$ cat src/rtl/rv_pkg.sv
// rtl/rv_pkg.sv - shared RV32 core types for the writeback path
package rv_pkg;
  localparam int XLEN   = 32;
  localparam int REG_AW = 5;

  typedef struct packed {
    logic [REG_AW-1:0] rd;
    logic [XLEN-1:0]   data;
  } wb_entry_t;
endpackage

$ cat src/rtl/wb_arbiter_if.sv
// rtl/wb_arbiter_if.sv - writeback arbiter bus: ALU/long-latency results, scoreboard, regfile port
interface wb_arbiter_if #(parameter int XLEN = 32);
  logic            a_valid;
  logic [4:0]      a_rd;
  logic [XLEN-1:0] a_data;
  logic            a_stall;
  logic            b_valid;
  logic            b_ready;
  logic [4:0]      b_rd;
  logic [XLEN-1:0] b_data;
  logic            iss_valid;
  logic [4:0]      iss_rd;
  logic [4:0]      chk_rs1;
  logic [4:0]      chk_rs2;
  logic            busy_rs1;
  logic            busy_rs2;
  logic            rf_we;
  logic [4:0]      rf_wr;
  logic [XLEN-1:0] rf_wd;

  modport master (
    output a_valid, a_rd, a_data, b_valid, b_rd, b_data,
           iss_valid, iss_rd, chk_rs1, chk_rs2,
    input  a_stall, b_ready, busy_rs1, busy_rs2, rf_we, rf_wr, rf_wd
  );

  modport slave (
    input  a_valid, a_rd, a_data, b_valid, b_rd, b_data,
           iss_valid, iss_rd, chk_rs1, chk_rs2,
    output a_stall, b_ready, busy_rs1, busy_rs2, rf_we, rf_wr, rf_wd
  );
endinterface

$ cat src/rtl/wb_fifo.sv
// rtl/wb_fifo.sv - synchronous FIFO for buffered long-latency results
module wb_fifo
  import rv_pkg::*;
#(
  parameter int  DEPTH = 4,
  parameter type T     = wb_entry_t,
  localparam int AW    = $clog2(DEPTH),
  localparam int CW    = AW + 1
) (
  input  logic          clk,
  input  logic          rst,
  input  logic          push_i,
  input  T              push_data_i,
  input  logic          pop_i,
  output T              head_o,
  output logic          full_o,
  output logic          empty_o,
  output logic [CW-1:0] count_o
);
  T              mem_q [DEPTH];
  logic [AW-1:0] wr_ptr_q, rd_ptr_q;
  logic [CW-1:0] count_q, count_d;
  logic          do_push, do_pop;

  assign full_o  = (count_q == CW'(DEPTH));
  assign empty_o = (count_q == '0);
  assign count_o = count_q;
  assign head_o  = mem_q[rd_ptr_q];
  assign do_push = push_i && !full_o;
  assign do_pop  = pop_i && !empty_o;

  always_comb begin
    count_d = count_q;
    if (do_push && !do_pop)      count_d = count_q + 1'b1;
    else if (do_pop && !do_push) count_d = count_q - 1'b1;
  end

  // Power-of-two depth lets the pointers wrap by plain overflow.
  always_ff @(posedge clk) begin
    if (rst) begin
      wr_ptr_q <= '0;
      rd_ptr_q <= '0;
      count_q  <= '0;
    end else begin
      if (do_push) wr_ptr_q <= wr_ptr_q + 1'b1;
      if (do_pop)  rd_ptr_q <= rd_ptr_q + 1'b1;
      count_q <= count_d;
    end
  end

  always_ff @(posedge clk) begin
    if (do_push) mem_q[wr_ptr_q] <= push_data_i;
  end
endmodule

$ cat src/rtl/wb_arbiter.sv
// rtl/wb_arbiter.sv - merges ALU and long-latency results onto the regfile write port
// and tracks pending long-latency destinations for decode.
module wb_arbiter
  import rv_pkg::*;
#(
  parameter int  DEPTH = 4,
  parameter int  XLEN  = rv_pkg::XLEN,
  localparam int CW    = $clog2(DEPTH) + 1
) (
  input  logic       clk,
  input  logic       rst,
  wb_arbiter_if.slave bus
);
  wb_entry_t       push_data, head;
  logic            full, empty, push, pop, sel_a;
  logic [CW-1:0]   count;
  logic [31:0]     pending_q, pending_d;
  logic            rf_we_q;
  logic [4:0]      rf_wr_q;
  logic [XLEN-1:0] rf_wd_q;

  assign push_data = '{rd: bus.b_rd, data: bus.b_data};

  wb_fifo #(.DEPTH(DEPTH), .T(wb_entry_t)) u_fifo (
    .clk         (clk),
    .rst         (rst),
    .push_i      (push),
    .push_data_i (push_data),
    .pop_i       (pop),
    .head_o      (head),
    .full_o      (full),
    .empty_o     (empty),
    .count_o     (count)
  );

  // Ready is a function of occupancy only: a same-cycle pop never frees a slot for a push.
  assign bus.b_ready  = (count != CW'(DEPTH)) && !rst;
  assign bus.a_stall  = full && !rst;
  assign bus.busy_rs1 = pending_q[bus.chk_rs1];
  assign bus.busy_rs2 = pending_q[bus.chk_rs2];
  assign bus.rf_we    = rf_we_q;
  assign bus.rf_wr    = rf_wr_q;
  assign bus.rf_wd    = rf_wd_q;

  // x0 results are accepted from B but never stored.
  assign push = bus.b_valid && bus.b_ready && (bus.b_rd != 5'd0);

  always_comb begin
    pop   = 1'b0;
    sel_a = 1'b0;
    if (full)                                    pop   = 1'b1;
    else if (bus.a_valid && bus.a_rd != 5'd0)    sel_a = 1'b1;
    else if (!empty)                             pop   = 1'b1;
  end

  // Clear first, then set, so a same-cycle issue to the popping register stays pending.
  always_comb begin
    pending_d = pending_q;
    if (pop) pending_d[head.rd] = 1'b0;
    if (bus.iss_valid && bus.iss_rd != 5'd0) pending_d[bus.iss_rd] = 1'b1;
    pending_d[0] = 1'b0;
  end

  always_ff @(posedge clk) begin
    if (rst) begin
      pending_q <= '0;
      rf_we_q   <= 1'b0;
      rf_wr_q   <= '0;
      rf_wd_q   <= '0;
    end else begin
      pending_q <= pending_d;
      rf_we_q   <= pop || sel_a;
      if (pop) begin
        rf_wr_q <= head.rd;
        rf_wd_q <= head.data;
      end else if (sel_a) begin
        rf_wr_q <= bus.a_rd;
        rf_wd_q <= bus.a_data;
      end
    end
  end
endmodule
$ cat src/flat_wrapper.sv
// flat-port wrapper written by rule: the top's interface ports become plain ports
module wb_arbiter_flat import rv_pkg::*;
#(
  parameter int  DEPTH = 4,
  parameter int  XLEN  = rv_pkg::XLEN,
  localparam int CW    = $clog2(DEPTH) + 1
)
  (clk, rst, bus_a_valid, bus_a_rd, bus_a_data, bus_b_valid, bus_b_rd, bus_b_data, bus_iss_valid, bus_iss_rd, bus_chk_rs1, bus_chk_rs2, bus_a_stall, bus_b_ready, bus_busy_rs1, bus_busy_rs2, bus_rf_we, bus_rf_wr, bus_rf_wd);
  wb_arbiter_if #(.XLEN(XLEN)) bus_i ();
  input  logic clk;
  input  logic rst;
  input wire logic [$bits(bus_i.a_valid)-1:0] bus_a_valid;
  input wire logic [$bits(bus_i.a_rd)-1:0] bus_a_rd;
  input wire logic [$bits(bus_i.a_data)-1:0] bus_a_data;
  input wire logic [$bits(bus_i.b_valid)-1:0] bus_b_valid;
  input wire logic [$bits(bus_i.b_rd)-1:0] bus_b_rd;
  input wire logic [$bits(bus_i.b_data)-1:0] bus_b_data;
  input wire logic [$bits(bus_i.iss_valid)-1:0] bus_iss_valid;
  input wire logic [$bits(bus_i.iss_rd)-1:0] bus_iss_rd;
  input wire logic [$bits(bus_i.chk_rs1)-1:0] bus_chk_rs1;
  input wire logic [$bits(bus_i.chk_rs2)-1:0] bus_chk_rs2;
  output wire logic [$bits(bus_i.a_stall)-1:0] bus_a_stall;
  output wire logic [$bits(bus_i.b_ready)-1:0] bus_b_ready;
  output wire logic [$bits(bus_i.busy_rs1)-1:0] bus_busy_rs1;
  output wire logic [$bits(bus_i.busy_rs2)-1:0] bus_busy_rs2;
  output wire logic [$bits(bus_i.rf_we)-1:0] bus_rf_we;
  output wire logic [$bits(bus_i.rf_wr)-1:0] bus_rf_wr;
  output wire logic [$bits(bus_i.rf_wd)-1:0] bus_rf_wd;
  assign bus_i.a_valid = bus_a_valid;
  assign bus_i.a_rd = bus_a_rd;
  assign bus_i.a_data = bus_a_data;
  assign bus_i.b_valid = bus_b_valid;
  assign bus_i.b_rd = bus_b_rd;
  assign bus_i.b_data = bus_b_data;
  assign bus_i.iss_valid = bus_iss_valid;
  assign bus_i.iss_rd = bus_iss_rd;
  assign bus_i.chk_rs1 = bus_chk_rs1;
  assign bus_i.chk_rs2 = bus_chk_rs2;
  assign bus_a_stall = bus_i.a_stall;
  assign bus_b_ready = bus_i.b_ready;
  assign bus_busy_rs1 = bus_i.busy_rs1;
  assign bus_busy_rs2 = bus_i.busy_rs2;
  assign bus_rf_we = bus_i.rf_we;
  assign bus_rf_wr = bus_i.rf_wr;
  assign bus_rf_wd = bus_i.rf_wd;
  wb_arbiter #(.DEPTH(DEPTH), .XLEN(XLEN)) u_core (.clk(clk), .rst(rst), .bus(bus_i));
endmodule
$ cat config.mk
export PLATFORM = sky130hd
export DESIGN_NAME = wb_arbiter_flat
export DESIGN_NICKNAME = d
export VERILOG_FILES = /design/src/rtl/rv_pkg.sv /design/src/rtl/wb_arbiter_if.sv /design/src/rtl/wb_fifo.sv /design/src/rtl/wb_arbiter.sv /design/src/flat_wrapper.sv
export SDC_FILE = /design/constraint.sdc
export NUM_CORES = 1
export LEC_CHECK = 0
export ABC_AREA = 1
export BUFFER_PORTS_ARGS = -buffer_cell sky130_fd_sc_hd__buf_2
export CORE_AREA = 3 3 144 146
export CTS_CLUSTER_DIAMETER = 120
export DETAILED_ROUTE_END_ITERATION = 7
export DIE_AREA = 0 0 147 149
export PLACE_DENSITY = 0.68
export SYNTH_ARGS = -nofsm -noshare
export SYNTH_HDL_FRONTEND = slang
export SYNTH_SLANG_ARGS = --single-unit
$ cat constraint.sdc
create_clock -name clk -period 7.85 [get_ports clk]
set_clock_uncertainty 0.1 [all_clocks]
set_input_delay 1.1775 -clock clk [delete_from_list [all_inputs] [get_ports clk]]
set_output_delay 1.1775 -clock clk [all_outputs]
set_load 0.01 [all_outputs]
==> reports/qor.log <==
[timing] worst slew margin relative to its limit 0.231
[timing] period utilization 0.461
[power_and_ir_drop] highest ir drop seen on vdd 0.210 mV
[clock_tree] CTS Buf Count 24
[global_route] remaining global-route overflow 0
[global_route] antenna violations before repair 3
[clock_tree] clock latency at the later pin of the worst-skew pair 510 ps
[placement] global placer's final weighted congestion 0.876
[synthesis] Post-Syn Area per Cell 9.39 um2
[worst_setup_path] Critical Path RT 6570 ps
[clock_tree] master cell of the clock root buffer clkbuf_16
[route] first drt pass iteration count 5
[run] max-capacitance violation count 0
[clock_tree] Clock transition at path regs 60 ps
[power_and_ir_drop] power per cell area 309 mW/mm2
[final_layout] Filler cells 1745
[synthesis] commonest cells in the synthesized netlist nand2_1 (322), edfxtp_1 (148), dfxtp_1 (78)
[clock_tree] post_cts resized 0
[placement] DP HPWL 15200 um
[synthesis] number of enable flip-flop cells after synthesis 148
[worst_setup_path] CP endpoint kind output pin
[synthesis] post-synthesis xor/xnor area fraction 0
[route] post-detailed-route DRC marker count 0
[synthesis] largest family of logic cells by synthesized area simple AND/OR/NAND/NOR gates
[floorplanning] Top-Level Pins 136
[synthesis] cell area after synthesis 0.00975 mm2
[clock_tree] buffer count from post-CTS setup fixing 0
[synthesis] post-synth top area share 0.456
[worst_setup_path] Data arrival, critical path 2340 ps
[clock_tree] TritonCTS Sinks 226
[placement] dpl cell area 0.0106 mm2
[timing] setup TNS after final layout 0 ps
[synthesis] ranking of synthesized cells by area edfxtp_1 (46%), dfxtp_1 (16%), nand2_1 (12%)
[clock_tree] CTS Hold Buffers Added 0
[worst_setup_path] cells traversed along the worst timing path buf_2, inv_2, a21oi_1, o21ai_0, nand3_1, nand3_1, nand2_1, nand2_1, nand2_1, buf_2
[synthesis] share of synthesized flip-flops with an asynchronous set or reset 0
[synthesis] Adder-Cell Fraction of Synth Area 0.00847
[final_layout] multi-input combinational cell area 0.00328 mm2
[global_route] Total Routing Usage GR 0.211
[synthesis] net count after synthesis 1139
[clock_tree] number of H-tree levels 1
[global_route] largest net degree at the start of global routing 79
[route] initial DRC count 542
[clock_tree] Clock Path Buffers 3
[timing] actual transition at the worst max-transition pin 1150 ps
[synthesis] flip-flop and latch count after synthesis 226
[worst_setup_path] crit path launch type input pin
[worst_setup_path] Crit path top cell by count nand2_1
[route] Vias per Instance 5.23
[worst_setup_path] crit path max fanout 17
[placement] port bufs 135
[global_route] via count of the first global-routing pass 7154
[synthesis] Yosys warning total 0
[timing] FMAX 0.276 GHz
[power_and_ir_drop] total leakage power 4.47 nW
[timing] Setup Viol. Count Final 0
[synthesis] most instantiated library cell after synthesis nand2_1
[synthesis] multiplexer fraction of the synthesized cell area 0
[clock_tree] clock tree from TritonCTS built
[status] status finished clean
[route] Routed Wire Length 23700 um
[final_layout] growth of design area from synthesis to finish 16.6%
[floorplanning] effective utilization at floorplan 0.499
[timing] final critical-path required period 3620 ps
[synthesis] number of different library cells in the post-synthesis netlist 29
[final_layout] layout cells sized above 1 0.182
[floorplanning] Core Footprint 0.0195 mm2
[final_layout] sequential cell area 0.00601 mm2
[final_layout] number of nets at the end of the flow 1261
[timing] number of max-slew violations in the final report 0
[timing] RSZ-0062 raised after global routing false
[synthesis] Post-Synthesis Cells 1039
[synthesis] compound-gate portion of the synthesized area 0.109
[route] via count 7560
[floorplanning] standard-cell rows 51
[worst_setup_path] critical path's largest stage delay 260 ps
[synthesis] cell type contributing the most total cell area after synthesis edfxtp_1
[route] WL per Instance 16.4 um
[floorplanning] die outline area 0.0219 mm2
[route] antenna-violating nets left 0
[worst_setup_path] startpoint-to-endpoint class of the critical path input pin to output pin
[worst_hold_path] Tightest Hold Check Type flip-flop to flip-flop
[worst_setup_path] highest-delay cell along the critical path buf_2
[synthesis] share of the yosys chip area belonging to registers 0.616
[final_layout] post-route design area 0.0114 mm2
[global_route] global-route wire length before repair 36900 um
[timing] Hold Violations, Final 0
[synthesis] commonest register cell after synthesis edfxtp_1
[synthesis] area share of and/or/nand/nor cells after synthesis 0.215
[floorplanning] horizontal extent of the die 147 um
[floorplanning] floorplan die height 149 um
## where the power goes
group          internal (mW)  switching (mW)
Clock                  0.635           0.438
Sequential              1.41          0.0637
Combinational          0.297           0.675
Total                   2.34            1.18
## cell usage in the layout (no fill, tap or decap), types with 7 or more instances in the layout
| cell type | netlist | layout |
|---|---|---|
| o22ai_1 | 18 | 18 |
| a21oi_1 | 63 | 63 |
| nand3_1 | 75 | 75 |
| edfxtp_1 | 148 | 148 |
| nand2_1 | 322 | 322 |
| dfxtp_1 | 78 | 77 |
| inv_1 | 57 | 57 |
| nor2_1 | 75 | 71 |
| clkbuf_16 | 0 | 25 |
| o21ai_0 | 74 | 74 |
| nor2_4 | 6 | 10 |
| clkinv_2 | 0 | 7 |
| buf_4 | 3 | 8 |
| o21ai_1 | 27 | 27 |
| buf_2 | 24 | 135 |
| o211ai_1 | 9 | 9 |
## metal layers
layer	global-route usage	wire, um	vias to the layer above
li1	-	-	3753
met1	0.274	10000	3537
met2	0.365	11700	219
met3	0.0313	1250	47
met4	0.0694	622	4
met5	0	27	-
## registers in the layout, summed over array words and instances, names as in the netlist, named ones only
register and cells:
u_core.bus.rf_wd 32, u_core.bus.rf_wr 5, u_core.u_fifo.count_o 3, u_core.u_fifo.rd_ptr_q 2, u_core.u_fifo.wr_ptr_q 2, u_core.bus.rf_we 1, u_core.pending_q 31, u_core.u_fifo.mem_q 148
## path summary, 6_finish.rpt
kind | slack [ps] | end | cells past startpoint | startpoint
setup reg to reg | 4750 | u_core.pending_q[21]$_SDFF_PP0_ | 9 | flip-flop
hold / removal | 350 | u_core.bus.rf_wd[27]$_SDFFE_PP0P_ | 2 | u_core.bus.rf_wd[27]$_SDFFE_PP0P_
hold reg to reg | 350 | u_core.bus.rf_wd[27]$_SDFFE_PP0P_ | 2 | u_core.bus.rf_wd[27]$_SDFFE_PP0P_
setup / recovery | 4230 | bus_busy_rs1 | 10 | bus_chk_rs1[0]
## worst max-delay path, delay by kind of cell
kind / cells / cell delay [ps]
AOI/OAI and AO/OA: 2 / 260
buffers and inverters: 3 / 570
and+or+nand+nor: 5 / 340
## cell type report
class | instances | area share
diodes | 1 | 0.000220
clock buffers | 33 | 0.0594
clock inverters | 11 | 0.00749
inverters | 65 | 0.0221
multi-input cells | 701 | 0.288
flip-flops and latches | 226 | 0.529
well taps | 265 | 0.0292
repair buffers | 143 | 0.0647
## through the flow
stage          setup WS [ps]  hold WS [ps]  power [mW]   util  std cells
6_report                4230           351        3.52  0.582       1445
5_1_grt                 3990           368        3.71  0.582       1445
4_1_cts                 4240           354        3.55  0.582       1444
3_5_place_dp            4110           341        2.48  0.543       1400
3_3_place_gp            4180           340        2.46  0.543       1400
2_1_floorplan           3840           336        2.17      -       1039
## cell families (layout without fill, tap and decap cells)
logic type / count (synthesis) / after routing
AO/OA/AOI/OAI: 198 / 198
adder cells (fa/ha/maj): 6 / 6
buffers and inverters: 112 / 252
flip-flops: 226 / 226
other: 0 / 1
AND/OR/NAND/NOR: 497 / 497
Note: power is estimated with default switching activity, not from simulation.
